===== src/rtl/reg_dump.sv =====
// ============================================================================
//  Module      : reg_dump
//  Description : Debug readout engine for the picoMIPS register file. A start
//                pulse walks register addresses 0..NUM_REGS-1 on the second
//                read port, captures each value and sends a 0xA5 header byte
//                followed by one byte per register on an 8N1 UART line.
//  Ports       : clk      - system clock, rising edge
//                reset    - synchronous active-high reset
//                start    - dump request, honoured only when idle
//                rd_addr  - register-file read address (to Rs)
//                rd_data  - register-file read data, combinational
//                busy     - high while a frame is on the line
//                done     - one-cycle pulse after the final stop bit
//                tx       - UART serial output, idle high
//  Revision    : 1.0 - initial release
// ============================================================================
`default_nettype none

module reg_dump #(
    parameter int n            = 8,
    parameter int NUM_REGS     = 8,
    parameter int CLKS_PER_BIT = 16
) (
    input  logic         clk,
    input  logic         reset,
    input  logic         start,
    output logic [2:0]   rd_addr,
    input  logic [n-1:0] rd_data,
    output logic         busy,
    output logic         done,
    output logic         tx
);

    localparam int              c_BW        = (CLKS_PER_BIT > 1) ? $clog2(CLKS_PER_BIT) : 1;
    localparam logic [c_BW-1:0] c_BAUD_LAST = c_BW'(CLKS_PER_BIT - 1);
    localparam logic [3:0]      c_LAST_IDX  = 4'(NUM_REGS);
    localparam logic [7:0]      c_HEADER    = 8'hA5;

    localparam logic [2:0] c_ST_IDLE  = 3'd0;
    localparam logic [2:0] c_ST_START = 3'd1;
    localparam logic [2:0] c_ST_DATA  = 3'd2;
    localparam logic [2:0] c_ST_STOP  = 3'd3;
    localparam logic [2:0] c_ST_FETCH = 3'd4;

    logic [2:0]      r_state,   w_state;
    logic [7:0]      r_shift,   w_shift;
    logic [3:0]      r_idx,     w_idx;
    logic [2:0]      r_bitcnt,  w_bitcnt;
    logic [c_BW-1:0] r_baud,    w_baud;
    logic [2:0]      r_rd_addr, w_rd_addr;
    logic            r_tx,      w_tx;
    logic            r_busy,    w_busy;
    logic            r_done,    w_done;
    logic            w_baud_end;

    assign rd_addr = r_rd_addr;
    assign busy    = r_busy;
    assign done    = r_done;
    assign tx      = r_tx;

    // tx is registered, so every transition loads the line level of the
    // state being entered; it then holds for the whole bit period.
    always_comb begin
        w_state    = r_state;
        w_shift    = r_shift;
        w_idx      = r_idx;
        w_bitcnt   = r_bitcnt;
        w_baud     = r_baud;
        w_rd_addr  = r_rd_addr;
        w_tx       = r_tx;
        w_busy     = r_busy;
        w_done     = 1'b0;
        w_baud_end = (r_baud == c_BAUD_LAST);

        case (r_state)
            c_ST_IDLE: begin
                if (start) begin
                    w_state   = c_ST_START;
                    w_shift   = c_HEADER;
                    w_idx     = 4'd0;
                    w_rd_addr = 3'd0;
                    w_baud    = '0;
                    w_tx      = 1'b0;
                    w_busy    = 1'b1;
                end
            end

            c_ST_START: begin
                if (w_baud_end) begin
                    w_state  = c_ST_DATA;
                    w_baud   = '0;
                    w_bitcnt = 3'd0;
                    w_tx     = r_shift[0];
                end else begin
                    w_baud = r_baud + 1'b1;
                end
            end

            c_ST_DATA: begin
                if (w_baud_end) begin
                    w_baud  = '0;
                    w_shift = {1'b0, r_shift[7:1]};
                    if (r_bitcnt == 3'd7) begin
                        w_state = c_ST_STOP;
                        w_tx    = 1'b1;
                    end else begin
                        w_bitcnt = r_bitcnt + 3'd1;
                        // Next bit is the one about to shift into position 0.
                        w_tx     = r_shift[1];
                    end
                end else begin
                    w_baud = r_baud + 1'b1;
                end
            end

            c_ST_STOP: begin
                if (w_baud_end) begin
                    w_baud = '0;
                    if (r_idx == c_LAST_IDX) begin
                        w_state = c_ST_IDLE;
                        w_busy  = 1'b0;
                        w_done  = 1'b1;
                    end else begin
                        w_state = c_ST_FETCH;
                    end
                end else begin
                    w_baud = r_baud + 1'b1;
                end
            end

            c_ST_FETCH: begin
                // rd_addr already equals idx here and has been stable for a
                // full byte time, so rd_data is settled.
                w_shift   = rd_data[7:0];
                w_rd_addr = r_idx[2:0] + 3'd1;
                w_idx     = r_idx + 4'd1;
                w_state   = c_ST_START;
                w_baud    = '0;
                w_tx      = 1'b0;
            end

            default: begin
                w_state = c_ST_IDLE;
                w_tx    = 1'b1;
                w_busy  = 1'b0;
            end
        endcase
    end

    always_ff @(posedge clk) begin
        if (reset) begin
            r_state   <= c_ST_IDLE;
            r_shift   <= 8'h00;
            r_idx     <= 4'd0;
            r_bitcnt  <= 3'd0;
            r_baud    <= '0;
            r_rd_addr <= 3'd0;
            r_tx      <= 1'b1;
            r_busy    <= 1'b0;
            r_done    <= 1'b0;
        end else begin
            r_state   <= w_state;
            r_shift   <= w_shift;
            r_idx     <= w_idx;
            r_bitcnt  <= w_bitcnt;
            r_baud    <= w_baud;
            r_rd_addr <= w_rd_addr;
            r_tx      <= w_tx;
            r_busy    <= w_busy;
            r_done    <= w_done;
        end
    end

endmodule

`default_nettype wire

===== config.mk =====
export PLATFORM = sky130hd
export DESIGN_NAME = reg_dump
export DESIGN_NICKNAME = d
export VERILOG_FILES = /design/src/rtl/reg_dump.sv
export SDC_FILE = /design/constraint.sdc
export NUM_CORES = 1
export LEC_CHECK = 0
export CAP_MARGIN = 20
export CORE_ASPECT_RATIO = 2
export CORE_MARGIN = 8
export CORE_UTILIZATION = 30
export CTS_CLUSTER_DIAMETER = 40
export DETAILED_ROUTE_END_ITERATION = 8
export PLACE_DENSITY_LB_ADDON = 0.25
export SYNTH_ARGS = -nofsm -noshare
export SYNTH_HDL_FRONTEND = slang
export SYNTH_SLANG_ARGS = --single-unit
export TNS_END_PERCENT = 20

===== constraint.sdc =====
create_clock -name clk -period 1.4 [get_ports clk]
set_input_delay 0.14 -clock clk [delete_from_list [all_inputs] [get_ports clk]]
set_output_delay 0.14 -clock clk [all_outputs]
set_load 0.01 [all_outputs]

==> impl_metrics.ini <==
[pwr]
p_clk_share_pct = 29.9
combPwrFrac_pct = 18.5
power.switching_w = 0.000388
leakage_nw = 0.759
cellPowerDensity_nw_per_um2 = 781
peakVddDrop_mv = 0.726
p_int_w = 0.00108
switching_share_pct = 26.4
power_frac_seq_pct = 51.6

[global_routing]
grt_pass1_vias = 1361
grt_pass1_wl_um = 6000
grt_use_total_pct = 10.1
antenna_found_initial = 0
grt_max_degree = 25
grt.overflow.total = 0

[timing]
timing.final.ws_setup_ps = 57.2
clock_skew_ps = 2.23
slew_violations = 0
whs_ps = 476
rsz0062_at_grt = no
fin_crit_sh_pct = 95.9
finalHoldViolations = 0
period_needed_ps = 1340
tightestPinTransition_ps = 477
setup_viol = 0
max_freq_mhz = 745
relSlewSlack_pct = 68.0
setup_tns_ps = 0

[logic_synthesis]
netlist_area_um2 = 1410
synthCells = 164
ys_ff_latch = 25
yosys_warnings = 0
syn_nets = 180
yosysSeqAreaShare_pct = 35.5
synth_cell_type_count = 45
synth_area_leaders = dfxtp_1 (35%), ha_1 (4.4%), a21oi_1 (4.3%)
async_flop_share_pct = 0
yosys.area.top_type = dfxtp_1
synth-main-ff-cell = dfxtp_1
synth.avg_cell_area_um2 = 8.61
yosysTopAreaCellShare_pct = 35.5
synth_edf_count = 0

[route]
drc = 0
vias_per_cell = 5.08
drt_iter0_drc = 17
ant_nets = 0
dr_total_vias = 1301
wl_um = 3630
drtPass1Iterations = 4
post_drt_wl_per_cell_um = 14.2

[clock_tree]
cts_buffer_depth = 2
tritoncts = yes
clkSinkCount = 25
cts_made_buffers = 3
clk_latency_ps = 270
htreeDepth = 1
hold_buffers = 0
cts-root-buf = clkbuf_8
path_clk_slew_ps = 90

[place]
io_buffer_count = 16
place_hpwl_um = 2760
dp_slack_ps = -202
place_congestion = 0.828

[critical_path]
worst_ep_required_time_ps = 1260
end_kind = output port
path_delay_family = buffers and inverters
worst-path-buf-inv = 1
critPathMaxStageDelay_ps = 550
start_kind = register
crit_fanout = 6
path_class = register to output port
crit_arrival_ps = 1200
crit_chain = clkdlybuf4s50_1
crit_slowest_cell = clkdlybuf4s50_1

[layout]
nFillCells = 485
syn_to_final_growth_pct = 33.2
layout-drive-gt1-share_pct = 29.9
n_antenna_cell = 0
final_nets = 218
utilization_pct = 41.3

[floorplan]
die_x_um = 64.5
initial_utilization_pct = 31.0
rows = 35
die-area_um2 = 7290
core_area_um2 = 4550
io_pins = 17
die_h_um = 113

[run]
maxCapViolCount = 0

[status]
outcome = finished, final reports clean

[hold_path]
hp-class = register to register
final timing paths:
kind,startpoint,to,slack [ps],cells after the start
max,r_idx[2]$_SDFFE_PP0P_,rd_addr[2],60,1
min,r_shift[6]$_SDFFE_PP0P_,r_shift[6]$_SDFFE_PP0P_,480,2
max reg2reg,r_state[1]$_SDFFE_PP0P_,r_baud[0]$_SDFFE_PP0P_,70,6
min reg2reg,r_shift[6]$_SDFFE_PP0P_,r_shift[6]$_SDFFE_PP0P_,480,2
cells by family after synthesis:
logic type,Yosys count,share of synthesized area (%)
AO/OA/AOI/OAI,38,18.4
XOR/XNOR,1,0.621
adder cells (fa/ha/maj),5,4.43
buffers and inverters,15,6.20
flip-flops,25,35.5
multiplexers,4,2.93
AND/OR/NAND/NOR,76,32.0
state kept, by name, summed over array words and instances (netlist names):
name	cells
r_idx	4
r_baud	4
r_state	3
busy	1
r_bitcnt	3
tx	1
r_shift	8
done	1
worst reg2reg max path: cells and delay by family (launching register included):
kind	cells	cell delay [ps]
buf+inv	2	300
compound gates	2	310
flops	1	370
simple gates	2	240
power by group through the flow:
stage          logic (W)  clock network, W  registers [W]
2_1_floorplan   0.000132                 0       0.000770
3_5_place_dp    0.000243                 0       0.000776
5_1_grt         0.000293          0.000472       0.000760
6_report        0.000272          0.000438       0.000757
3_3_place_gp    0.000241                 0       0.000775
4_1_cts         0.000245          0.000452       0.000760
synthesized netlist by cell type, types with 5 or more instances:
cell type / number
nand3_1: 6
ha_1: 5
a21oi_1: 12
o21ai_0: 6
nand2b_1: 7
dfxtp_1: 25
nand2_1: 11
nor2_1: 16
nor2b_1: 8
nor3_1: 10
routing by layer:
| layer | vias up | track usage, % | wire length [um] |
|---|---|---|---|
| li1 | 656 | - | - |
| met1 | 608 | 10.2 | 1480 |
| met2 | 31 | 19.0 | 1950 |
| met3 | 6 | 1.98 | 131 |
| met4 | 0 | 4.11 | 72 |
| met5 | - | 0 | 0 |
final cells by class:
cell class | count | area, um^2 | share of cell area (%)
repair buffers | 44 | 372 | 19.8
flip-flops and latches | 25 | 515 | 27.4
clock buffers | 3 | 41.3 | 2.20
well taps | 55 | 68.8 | 3.66
clock inverters | 1 | 5.00 | 0.266
multi-input cells | 124 | 862 | 45.9
inverters | 4 | 15.0 | 0.799
cell usage in the layout (no fill, tap or decap), types with 2 or more instances in the layout:
cell type / count
a21oi_1: 12
ha_1: 3
dfxtp_4: 2
o21ai_1: 5
nor2_1: 16
clkbuf_8: 3
mux2i_1: 3
nand2b_1: 7
a22o_1: 4
ha_4: 2
nand2_1: 11
nor2b_1: 7
a211oi_1: 3
clkdlybuf4s50_1: 14
nor4_2: 3
o22ai_1: 2
buf_4: 27
dfxtp_2: 6
nand3_1: 5
nor3_1: 9
or3_1: 2
dfxtp_1: 17
dlygate4sd2_1: 2
inv_1: 4
nor2_4: 2
o21ai_0: 3
through the flow:
step	std cells	cell area, um^2	total power, W
floorplan	164	1410	0.000902
global placement	246	1730	0.00102
detailed placement	246	1730	0.00102
CTS	250	1780	0.00146
global route	256	1880	0.00152
finish	256	1880	0.00147
timing repair:
| item | CTS | global route |
|---|---|---|
| resized for setup | 7 | 17 |
| setup endpoints to repair | 19 | 18 |
| pin swaps | 1 | 3 |
| setup buffers | 0 | 6 |
Power figures use the tool's default switching activity.
